==> src/rtl/regfile_sb.sv <==
// regfile_sb: 2-read/2-write register file (r0 = 0) with busy scoreboard, pending count and stall; REGFILE_BYPASS_EN adds write-through forwarding.
// Latency: reads combinational, writes and scoreboard update at posedge; backpressure is the stall output (re & busy), no input is ever dropped.
module regfile_sb #(
  parameter int DWIDTH = 8,
  parameter int RWIDTH = 3,
  parameter int REGNUM = 8,
  parameter int CWIDTH = 4
) (
  input  logic              clk,
  input  logic              reset_n,
  input  logic [RWIDTH-1:0] ra1,
  input  logic [RWIDTH-1:0] ra2,
  input  logic              re1,
  input  logic              re2,
  output logic [DWIDTH-1:0] rd1,
  output logic [DWIDTH-1:0] rd2,
  input  logic              we_a,
  input  logic [RWIDTH-1:0] wa_a,
  input  logic [DWIDTH-1:0] wd_a,
  input  logic              we_b,
  input  logic [RWIDTH-1:0] wa_b,
  input  logic [DWIDTH-1:0] wd_b,
  input  logic              rsv_en,
  input  logic [RWIDTH-1:0] rsv_addr,
  output logic              busy1,
  output logic              busy2,
  output logic              stall,
  output logic              waw_err,
  output logic [CWIDTH-1:0] pend_cnt
);

  localparam logic [RWIDTH:0] NREG = (RWIDTH+1)'(REGNUM);

  logic [DWIDTH-1:0] mem [REGNUM];
  logic [REGNUM-1:0] busy_q;
  logic [REGNUM-1:0] busy_d;
  logic [REGNUM-1:0] wr_a_hit;
  logic [REGNUM-1:0] wr_b_hit;
  logic [REGNUM-1:0] rsv_hit;
  logic [CWIDTH-1:0] pend_d;

  function automatic logic addr_ok(input logic [RWIDTH-1:0] a);
    return (a != '0) && ({1'b0, a} < NREG);
  endfunction

  // One-hot decode per register; r0 and out-of-range addresses never hit
  always_comb begin
    wr_a_hit = '0;
    wr_b_hit = '0;
    rsv_hit  = '0;
    for (int i = 1; i < REGNUM; i++) begin
      wr_a_hit[i] = we_a   && (wa_a     == RWIDTH'(i));
      wr_b_hit[i] = we_b   && (wa_b     == RWIDTH'(i));
      rsv_hit[i]  = rsv_en && (rsv_addr == RWIDTH'(i));
    end
  end

  // A new reservation outranks a same-cycle completion on the same register
  always_comb begin
    busy_d = (busy_q & ~wr_b_hit) | rsv_hit;
    pend_d = '0;
    for (int i = 0; i < REGNUM; i++) begin
      pend_d = pend_d + CWIDTH'(busy_d[i]);
    end
  end

  always_ff @(posedge clk or negedge reset_n) begin
    if (!reset_n) begin
      for (int i = 0; i < REGNUM; i++) begin
        mem[i] <= '0;
      end
    end else begin
      for (int i = 1; i < REGNUM; i++) begin
        if (wr_b_hit[i]) begin
          mem[i] <= wd_b;
        end else if (wr_a_hit[i]) begin
          mem[i] <= wd_a;
        end
      end
    end
  end

  always_ff @(posedge clk or negedge reset_n) begin
    if (!reset_n) begin
      busy_q   <= '0;
      pend_cnt <= '0;
      waw_err  <= 1'b0;
    end else begin
      busy_q   <= busy_d;
      pend_cnt <= pend_d;
      if (|(wr_a_hit & busy_q)) begin
        waw_err <= 1'b1;
      end
    end
  end

  always_comb begin
    rd1   = '0;
    busy1 = 1'b0;
    if (addr_ok(ra1)) begin
      rd1   = mem[ra1];
      busy1 = busy_q[ra1];
`ifdef REGFILE_BYPASS_EN
      if (we_a && (wa_a == ra1)) begin
        rd1 = wd_a;
      end
      if (we_b && (wa_b == ra1)) begin
        rd1   = wd_b;
        busy1 = 1'b0;
      end
`endif
    end
  end

  always_comb begin
    rd2   = '0;
    busy2 = 1'b0;
    if (addr_ok(ra2)) begin
      rd2   = mem[ra2];
      busy2 = busy_q[ra2];
`ifdef REGFILE_BYPASS_EN
      if (we_a && (wa_a == ra2)) begin
        rd2 = wd_a;
      end
      if (we_b && (wa_b == ra2)) begin
        rd2   = wd_b;
        busy2 = 1'b0;
      end
`endif
    end
  end

  assign stall = (re1 & busy1) | (re2 & busy2);

endmodule

==> config.mk <==
export PLATFORM = sky130hd
export DESIGN_NAME = regfile_sb
export DESIGN_NICKNAME = d
export VERILOG_FILES = /design/src/rtl/regfile_sb.sv
export SDC_FILE = /design/constraint.sdc
export NUM_CORES = 1
export LEC_CHECK = 0
export BUFFER_PORTS_ARGS = -buffer_cell sky130_fd_sc_hd__buf_2
export CORE_ASPECT_RATIO = 1.4
export CORE_UTILIZATION = 45
export CTS_CLUSTER_SIZE = 28
export DETAILED_ROUTE_END_ITERATION = 6
export GPL_ROUTABILITY_DRIVEN = 0
export PLACE_DENSITY_LB_ADDON = 0.08
export SLEW_MARGIN = 20
export SYNTH_ARGS = -nofsm -noshare
export SYNTH_HDL_FRONTEND = slang
export SYNTH_SLANG_ARGS = --single-unit
==> constraint.sdc <==
create_clock -name clk -period 7.45 [get_ports clk]
set_input_delay 0.3725 -clock clk [delete_from_list [all_inputs] [get_ports clk]]
set_output_delay 0.3725 -clock clk [all_outputs]
set_load 0.03 [all_outputs]
==> metrics.txt, run 1 <==
clk_skew 2.05 ps; CTS tree yes; first-pass GRT wire length roughly 19 mm; ANT cells 0; vias per cell between 5 and 6; Max Root-Sink Buffers 2; PortBufs 60; antenna violations before repair 0; Post-Syn Area ~4300 um2; # DRC 0; status finished, final reports clean; Final ANT Viol Nets 0; worst path required time 7660 ps; GR met3 Demand/Resource around 4.3%; via count between 3,000 and 4,000; total wire length approximately 12 mm; Slew Limit Fails 0; CTS Buf Count 9; drt wl/cell roughly 21 um; minimum clock period around 3200 ps; Post CTS Setup Buffer Count 0; share of cells above drive strength 1 a little over a quarter; CTS Sinks 67; Final Worst Setup Slack about 4300 ps; Max-Cap Viols 0; biggest area consumer among synthesized cells dfrtp_1; WHS about 220 ps; Netlist cell types 40; area share of the largest cell type after synthesis between 30 and 40%; area grow syn2layout 16.1%; Place WS between 3000 and 4000 ps; #FFs+latches synth 67; GRT overflow 0; core area around 9100 um2; Core Rows 41; # nets final about 510; Static Leakage around 2.3 nW; # resized after CTS 0; final hold violations 0; largest net degree at the start of global routing 68; Synth Warn # 8; Final TNS setup 0 ps; Final Cycle Share a little over two fifths; Slew headroom between 30% and 40%; CP endpoint kind flop; Post-Syn Instances 422; detailed-router iteration count before antenna repair 7; Initial Util 47.2%; hold_buf cts 0; Top Ports 62; Post-synth top flop dfrtp_1; startpoint types input port; hpwl dp between 8 and 9 mm; class of the worst hold path in -> async; H-tree depth 3; clock slew at reported path FFs 60 ps; final setup vio count 0; Top Usage Layer GRT met2; vias in the first global route approximately 3,500; Async SR Flop Fraction 100%; Synth area leaders dfrtp_1, mux2i_1, mux4_2, a21oi_1, mux2_2; syn avg cell area about 10 um2; routing usage on met2 between 40% and 50%; Fillers roughly 840; Max Freq between 0.3 and 0.4 GHz; critical path class in -> reg; Root Buffer clkbuf_16; die area approximately 10000 um2; P per Cell Area about 280 nW/um2; worst slew pin tran between 900 and 1000 ps; Post-synth EDFFs 0; Syn Nets between 400 and 500; unrepaired setup endpoints after global routing no; Die Wd roughly 85 um; Max IR drop VDD around 0.14 mV; Worst-Skew Late Latency 340 ps; Seq/Total Area, Yosys 38.9%; grt met1 use 33.2%; initial drt markers between 200 and 250; Crit Path Max Fanout 18; Arr. time, crit path between 3000 and 4000 ps; total track usage ~26%; Die Ht about 120 um
critical path: stages:
cell,delay [ps]
buf_2,150
nor4bb_4,280
buf_4,310
inv_1,100
a32oi_1,230
fa_1,450
fa_1,510
inv_1,60
fa_1,440
fa_1,480
path summary, 6_finish.rpt:
kind | from | to | slack (ps) | depth (start not counted)
worst max-delay path | wa_b[1] | pend_cnt[1]$_DFF_PN0_ | 4290 | 10
worst min-delay path | reset_n | waw_err$_DFFE_PN0P_ | 220 | 2
worst max register to register | busy_q[1]$_DFF_PN0_ | pend_cnt[1]$_DFF_PN0_ | 4700 | 6
worst min register to register | mem[49]$_DFFE_PN0P_ | mem[49]$_DFFE_PN0P_ | 570 | 2
max in group asynchronous | reset_n | mem[19]$_DFFE_PN0P_ | 6640 | 2
min in group clk | rsv_addr[1] | busy_q[7]$_DFF_PN0_ | 340 | 3
where the power goes:
part | internal, W | leakage [nW] | switching (W) | total, W
Clock | 0.000327 | 0.159 | 0.000165 | 0.000493
Sequential | 0.000449 | 0.771 | 0.0000655 | 0.000515
Combinational | 0.000178 | 1.33 | 0.000221 | 0.000399
state kept, by name, indices dropped and copies added, names as in the netlist:
register / flops
mem: 56
pend_cnt: 3
waw_err: 1
busy_q: 7
cell usage after synthesis (3+ instances only):
cell type and n:
a21oi_1 47, inv_1 18, nand4_1 3, dfrtp_1 67, mux4_2 18, clkbuf_1 14, buf_2 18, fa_1 4
nand2_1 31, mux2_2 20, a221oi_1 6, mux2i_1 57, a22oi_1 9, nor4bb_1 6, nor3_1 8, nand4b_1 6
o21ai_0 27, nor2_1 32, nor2b_1 4
logic make-up (layout without fill, tap and decap cells):
family | Yosys count | count (layout) | synth area share [%]
adder cells (fa/ha/maj) | 4 | 4 | 1.86
multiplexers | 96 | 96 | 28.2
buffers and inverters | 55 | 101 | 5.69
AND/OR/NAND/NOR | 95 | 95 | 10.8
AO/OA/AOI/OAI | 104 | 104 | 14.4
flip-flops | 67 | 67 | 38.9
other | 1 | 1 | 0.0871
layer usage:
metal  up-vias  routed length (um)
met3        22                 528
met1      1688                5200
met4         0                 262
met5         -                   0
li1       1620                   -
met2       107                6060
area by class of cell:
type                       count  area (um2)  share of cell area (%)
clock inverter                 6         114                    2.28
clock buffer                  10         229                    4.58
multi-input combinational    300        2420                    48.5
timing repair buffer          67         353                    7.06
inverter                      18        67.6                    1.35
tap                          107         134                    2.68
sequential                    67        1680                    33.5
per-stage QoR:
stage	util [%]	cell area (um2)	instances	power (W)
after floorplan	-	4310	422	0.000794
after global placement	51.0	4660	559	0.000907
after detailed placement	51.0	4660	559	0.000921
after CTS	54.7	5000	575	0.00141
after global routing	54.7	5000	575	0.00147
final	54.7	5000	575	0.00141
layout by cell type (no fill, tap or decap), types with 2 or more instances in the layout:
cell / netlist / routed
a21oi_1: 47 / 47
and2_1: 2 / 2
a221oi_1: 6 / 6
a32o_1: 2 / 2
nor3_1: 8 / 8
dfrtp_1: 67 / 67
o21ai_0: 27 / 27
a22oi_1: 9 / 9
nand4_1: 3 / 3
mux2i_1: 57 / 57
nor4bb_2: 0 / 4
nand2_1: 31 / 31
fa_1: 4 / 4
mux4_2: 18 / 18
o2bb2a_1: 2 / 2
bufinv_16: 0 / 3
buf_2: 18 / 60
nor2b_1: 4 / 4
o21a_1: 2 / 2
buf_4: 2 / 7
nor2_1: 32 / 32
mux2_2: 20 / 20
clkbuf_16: 0 / 9
a32oi_1: 2 / 2
clkinvlp_4: 0 / 2
nand4b_1: 6 / 6
inv_1: 18 / 18
Note: power is estimated with default switching activity, not from simulation.
==> inputs of run 2 (changes only) <==
--- a/config.mk
+++ b/config.mk
@@ -5,6 +5,7 @@
 export SDC_FILE = /design/constraint.sdc
 export NUM_CORES = 1
 export LEC_CHECK = 0
+export ABC_AREA = 1
 export BUFFER_PORTS_ARGS = -buffer_cell sky130_fd_sc_hd__buf_2
 export CORE_ASPECT_RATIO = 1.4
 export CORE_UTILIZATION = 45
==> constraint.sdc (replaced) <==
create_clock -name clk -period 3.2 [get_ports clk]
set_input_delay 0.16 -clock clk [delete_from_list [all_inputs] [get_ports clk]]
set_output_delay 0.16 -clock clk [all_outputs]
set_load 0.03 [all_outputs]
==> run 2 against run 1 <==
First-iteration DRC count increased by 150%. Sequential cell count is the same. Final cell count increased by 49%. Critical endpoint unchanged. Largest power group unchanged. Highest routed layer unchanged.
==> metrics.txt, run 2 <==
initial drt markers 532 (was 216); max incr delay on CP 500 ps (was 510 ps); largest net degree at the start of global routing 68 (unchanged); CTS Buf Count 9 (unchanged); via count 4,976 (was 3,437); WHS 40.7 ps (was 223 ps); Static Leakage 2.57 nW (was 2.26 nW); mux cell area share after synthesis 0% (was 28.2%); Final ANT Viol Nets 0 (unchanged); Arr. time, crit path 2990 ps (was 3370 ps); largest family of logic cells by synthesized area compound AO/OA/AOI/OAI gates (was multiplexers); CP most frequent cell fa_1 (unchanged); Max IR drop VDD 0.335 mV (was 0.140 mV); Netlist cell types 27 (was 40); Commonest cells post-synth nand2_1, o21ai_0, inv_1 (was dfrtp_1, mux2i_1, a21oi_1); PortBufs 60 (unchanged); Post-synth top flop dfrtp_1 (unchanged); CP max-delay cell fa_1 (unchanged); detailed-router iteration count before antenna repair 6 (was 7); vias per cell 5.82 (was 5.98); Post-synth EDFFs 0 (unchanged); # nets final 761 (was 505); Slew headroom 31.9% (was 33.7%); Worst-Skew Late Latency 340 ps (about the same); Post-Syn Area 4440 um2 (was 4310 um2); Synth Warn # 8 (unchanged); class of the worst hold path in -> async (unchanged); core area 9510 um2 (was 9130 um2); Non-Filler Instances 855 (was 575); CTS Sinks 67 (unchanged); Post-Syn Instances 661 (was 422); crit path buf inv count 1 (was 4); antenna violations before repair 0 (unchanged); Max-Cap Viols 0 (unchanged); #FFs+latches synth 67 (unchanged); startpoint types flop (was input port); ANT cells 0 (unchanged); biggest area consumer among synthesized cells dfrtp_1 (unchanged); CTS tree yes (unchanged); Final Worst Setup Slack 417 ps (was 4290 ps); unrepaired setup endpoints after global routing no (unchanged); dpl cells 840 (was 559); # resized after CTS 0 (unchanged); Max Root-Sink Buffers 2 (unchanged); XOR/XNOR Fraction of Synth Area 0% (unchanged); drt wl/cell 19.6 um (was 21.0 um); largest registers mem x56, busy_q x7, pend_cnt x3 (unchanged); P per Cell Area 568 nW/um2 (was 281 nW/um2); syn avg cell area 6.72 um2 (was 10.2 um2); area of the multi-input gates 2270 um2 (was 2420 um2); Crit Path Max Fanout 4 (was 18); Die Wd 86.0 um (was 84.7 um); Initial Util 46.7% (was 47.2%); total track usage 34.9% (was 25.6%); hpwl dp 11.6 mm (was 8.25 mm); Largest register FFs 56 (unchanged); final hold violations 0 (unchanged); Largest Register mem (unchanged); final setup vio count 0 (unchanged); # DRC 0 (unchanged); area grow syn2layout 15.4% (was 16.1%); minimum clock period 2780 ps; Syn Nets 703 (was 464); worst slew pin tran 1010 ps (was 989 ps); Slew Limit Fails 0 (unchanged); most numerous cell in the Yosys netlist nand2_1 (was dfrtp_1); Final TNS setup 0 ps (unchanged); Root Buffer clkbuf_16 (unchanged); setup slack, reg-to-reg 420 ps (was 4700 ps); Seq/Total Area, Yosys 37.7% (was 38.9%); area share of the largest cell type after synthesis 37.7% (was 38.9%); Async SR Flop Fraction 100% (unchanged); status finished, final reports clean (unchanged); Core Rows 42 (was 41); Synth area leaders dfrtp_1, o21ai_0, nand2_1, inv_1, nand3_1 (was dfrtp_1, mux2i_1, mux4_2, a21oi_1, mux2_2); crit path cell chain a32oi_1 -> fa_1 -> fa_1 -> inv_1 -> fa_1 -> fa_1 (was buf_2 -> nor4bb_4 -> buf_4 -> inv_1 -> a32oi_1 -> fa_1 -> fa_1 -> inv_1 -> fa_1 -> fa_1); register cell area after layout 1680 um2 (unchanged); vias in the first global route 4,875 (was 3,461); Die Ht 120 um (was 118 um); hold_buf cts 0 (unchanged); Synth Area in Adders 1.80% (was 1.86%); Post-Synth Simple-Gate Area 24.6% (was 10.8%); Max Freq 0.359 GHz; Crit path max-delay family adder cells (unchanged); first-pass GRT wire length 26.2 mm (was 19.1 mm); clk_skew 2.55 ps (was 2.05 ps); Top Ports 62 (unchanged); most frequent cells in the layout nand2_1, o21ai_0, inv_1, dfrtp_1, buf_2 (was dfrtp_1, buf_2, mux2i_1, a21oi_1, nor2_1); Place WS 158 ps (was 3930 ps); worst path required time 3410 ps (was 7660 ps); Compound-Gate Fraction of Synth Area 24.7% (was 14.4%); CP endpoint kind flop (unchanged); H-tree depth 3 (unchanged); most common cell after layout, fill and taps aside nand2_1 (was dfrtp_1); Post CTS Setup Buffer Count 0 (unchanged); total wire length 16.8 mm (was 12.1 mm); share of cells above drive strength 1 13.6% (was 27.1%); clock slew at reported path FFs 50 ps (was 60 ps); Final Cycle Share roughly 87%; GRT overflow 0 (unchanged); critical path class reg -> reg (was in -> reg); Fillers 986 (was 835); die area 10,300 um2 (was 9970 um2)
[run 2: cell type report]
class,count,share of cell area [%]
multi-input cells,473,44.3
flip-flops and latches,67,32.7
repair buffers,72,7.62
inverters,96,7.03
clock buffers,12,4.81
well taps,132,3.22
clock inverters,3,0.293
[run 2: worst paths after layout]
check / depth (start not counted) / start / to
setup / recovery: 6 / busy_q[4]$_DFF_PN0_ / pend_cnt[1]$_DFF_PN0_
hold / removal: 2 / reset_n / mem[4]$_DFFE_PN0P_
setup reg to reg: 6 / busy_q[4]$_DFF_PN0_ / pend_cnt[1]$_DFF_PN0_
hold reg to reg: 2 / mem[24]$_DFFE_PN0P_ / mem[24]$_DFFE_PN0P_
max in group asynchronous: 2 / reset_n / pend_cnt[0]$_DFF_PN0_
min in group clk: 3 / wd_b[5] / mem[5]$_DFFE_PN0P_
[run 2: cells by family after synthesis]
kind of cell / after synthesis
other cells: 1
buf+inv: 121
fa+ha+maj: 4
compound gates: 204
simple gates: 264
flops: 67
[run 2: layer usage]
| layer | track usage (%) | wire length [um] |
|---|---|---|
| met2 | 57.5 | 8160 |
| met5 | 0 | 0 |
| met1 | 42.9 | 6360 |
| met3 | 5.43 | 1350 |
| met4 | 20.4 | 916 |
[run 2: worst register-to-register path, delay by kind of cell, from the launching register on]
| kind | cells | cell delay, ps |
|---|---|---|
| flip-flops | 1 | 410 |
| buffers and inverters | 1 | 50 |
| AO/OA/AOI/OAI | 1 | 280 |
| adder cells (fa/ha/maj) | 4 | 1910 |
[run 2: where the power goes]
| part | switching [W] | internal (W) |
|---|---|---|
| Sequential | 0.0000998 | 0.00104 |
| Combinational | 0.000599 | 0.000273 |
| Clock | 0.000367 | 0.000537 |
[run 2: per-stage QoR]
stage	util, %	cell area (um2)	power [W]
global route	53.9	5120	0.00308
finish	53.9	5120	0.00291
CTS	53.9	5120	0.00291
global placement	51.1	4860	0.00199
floorplan	-	4440	0.00171
detailed placement	51.1	4860	0.00202
==> inputs of run 3 (changes only) <==
--- a/config.mk
+++ b/config.mk
@@ -8,7 +8,7 @@
 export ABC_AREA = 1
 export BUFFER_PORTS_ARGS = -buffer_cell sky130_fd_sc_hd__buf_2
 export CORE_ASPECT_RATIO = 1.4
-export CORE_UTILIZATION = 45
+export CORE_UTILIZATION = 29
 export CTS_CLUSTER_SIZE = 28
 export DETAILED_ROUTE_END_ITERATION = 6
 export GPL_ROUTABILITY_DRIVEN = 0
==> run 3 against run 2 <==
Critical path depth unchanged. Power up 8.5%. Clock-buffer cell count unchanged. Critical endpoint unchanged. Largest cell class unchanged.
==> metrics.txt, run 3 (synthesized netlist as in run 2, its figures left out) <==
status finished, final reports clean (unchanged); CTS Buf Count 9 (unchanged); final hold violations 0 (unchanged); unrepaired setup endpoints after global routing no (unchanged); final setup vio count 0 (unchanged); detailed-router iteration count before antenna repair 5 (was 6); class of the worst hold path in -> reg (was in -> async); ANT cells 0 (unchanged); most common cell after layout, fill and taps aside nand2_1 (unchanged); minimum clock period 2790 ps (was 2780 ps); crit path cell chain a22oi_1 -> fa_1 -> fa_1 -> inv_1 -> fa_1 -> fa_1 (was a32oi_1 -> fa_1 -> fa_1 -> inv_1 -> fa_1 -> fa_1); Die Wd 107 um (was 86.0 um); H-tree depth 3 (unchanged); Final TNS setup 0 ps (unchanged); most frequent cells in the layout nand2_1, o21ai_0, inv_1, dfrtp_1, buf_2 (unchanged); total wire length 19.8 mm (was 16.8 mm); Static Leakage 2.62 nW (was 2.57 nW); critical path class reg -> reg (unchanged); CTS Sinks 67 (unchanged); largest registers mem x56, busy_q x7, pend_cnt x3 (unchanged); vias in the first global route 4,990 (was 4,875); Largest Register mem (unchanged); Core Rows 53 (was 42); Top Ports 62 (unchanged); # nets final 767 (was 761); Final ANT Viol Nets 0 (unchanged); Root Buffer clkbuf_16 (unchanged); Die Ht 148 um (was 120 um); Post CTS Setup Buffer Count 0 (unchanged); max incr delay on CP 500 ps (about the same); vias per cell 5.38 (was 5.82); core area 15,000 um2 (was 9510 um2); P per Cell Area 595 nW/um2 (was 568 nW/um2); Fillers 1,689 (was 986); largest net degree at the start of global routing 38 (was 68); Slew headroom 43.2% (was 31.9%); worst slew pin tran 845 ps (was 1010 ps); Area after DPL 4980 um2 (was 4860 um2); area grow syn2layout 19.7% (was 15.4%); first-pass GRT wire length 29.8 mm (was 26.2 mm); CTS tree yes (unchanged); worst path required time 3410 ps (about the same); Slew Limit Fails 0 (unchanged); share of cells above drive strength 1 14.4% (was 13.6%); drt wl/cell 21.5 um (was 19.6 um); Final Cycle Share 87.3% (was 87.0%); startpoint types flop (unchanged); CP endpoint kind flop (unchanged); # resized after CTS 0 (unchanged); Worst-Skew Late Latency 340 ps (about the same); CP most frequent cell fa_1 (unchanged); Max-Cap Viols 0 (unchanged); total track usage 26.2% (was 34.9%); via count 4,956 (was 4,976); initial drt markers 331 (was 532); die area 15,800 um2 (was 10,300 um2); Max Root-Sink Buffers 2 (unchanged); Max IR drop VDD 0.277 mV (was 0.335 mV); PortBufs 60 (unchanged); CP max-delay cell fa_1 (unchanged); antenna violations before repair 0 (unchanged); hpwl dp 13.9 mm (was 11.6 mm); clk_skew 6.43 ps (was 2.55 ps); Max Freq 0.358 GHz (was 0.359 GHz); clock slew at reported path FFs 60 ps (was 50 ps); hold_buf cts 1 (was 0); Crit Path Max Fanout 4 (unchanged); Initial Util 29.6% (was 46.7%); GRT overflow 0 (unchanged); # DRC 0 (unchanged); Arr. time, crit path 3000 ps (was 2990 ps); Largest register FFs 56 (unchanged); Finished Cell Area 5320 um2 (was 5120 um2)
==> run 3: layer usage <==
metal	track usage (%)	vias up	part of all wire [%]
met2	45.4	221	50
met5	0	-	0
met4	16.2	0	6.0
li1	-	2288	-
met1	29.9	2387	39
met3	4.25	60	5.6
==> run 3: worst paths after layout <==
kind	start	cells after the start	slack [ps]	end
setup / recovery	busy_q[1]$_DFF_PN0_	6	410	pend_cnt[1]$_DFF_PN0_
hold / removal	wd_b[6]	3	140	mem[38]$_DFFE_PN0P_
setup reg to reg	busy_q[1]$_DFF_PN0_	6	410	pend_cnt[1]$_DFF_PN0_
hold reg to reg	mem[15]$_DFFE_PN0P_	2	500	mem[15]$_DFFE_PN0P_
max in group asynchronous	reset_n	3	2010	mem[55]$_DFFE_PN0P_
min in group asynchronous	reset_n	2	390	mem[36]$_DFFE_PN0P_
==> run 3: area by class of cell <==
class                           instances  area [um2]  area share (%)
Sequential cell                        67        1680            31.5
Multi-Input combinational cell        473        2270            42.7
Clock inverter                          4        72.6            1.37
Inverter                               96         360            6.78
Tap cell                              192         240            4.52
Clock buffer                           12         256            4.83
Timing Repair Buffer                   78         438            8.24
==> run 3: worst max-delay path, delay by kind of cell (launching register included) <==
family / cells / cell delay [ps]
compound gates: 1 / 300
fa+ha+maj: 4 / 1900
buf+inv: 1 / 60
flops: 1 / 420
==> run 3: report_power, final <==
part           total, W  internal (W)  switching (W)  leakage (nW)
Sequential      0.00114       0.00104       0.000105         0.807
Combinational  0.000897      0.000277       0.000620          1.66
Clock           0.00112      0.000724       0.000398         0.159
==> run 3: metrics by stage <==
| step | hold WS (ps) | std cells | worst slack [ps] | util, % | power [W] |
|---|---|---|---|---|---|
| 2_1_floorplan | -136 | 661 | 372 | - | 0.00171 |
| 3_3_place_gp | 230 | 905 | 191 | 33.2 | 0.00204 |
| 3_5_place_dp | 234 | 905 | 120 | 33.2 | 0.00205 |
| 4_1_cts | 138 | 922 | 390 | 35.5 | 0.00318 |
| 5_1_grt | 154 | 922 | 261 | 35.5 | 0.00335 |
| 6_report | 136 | 922 | 408 | 35.5 | 0.00316 |
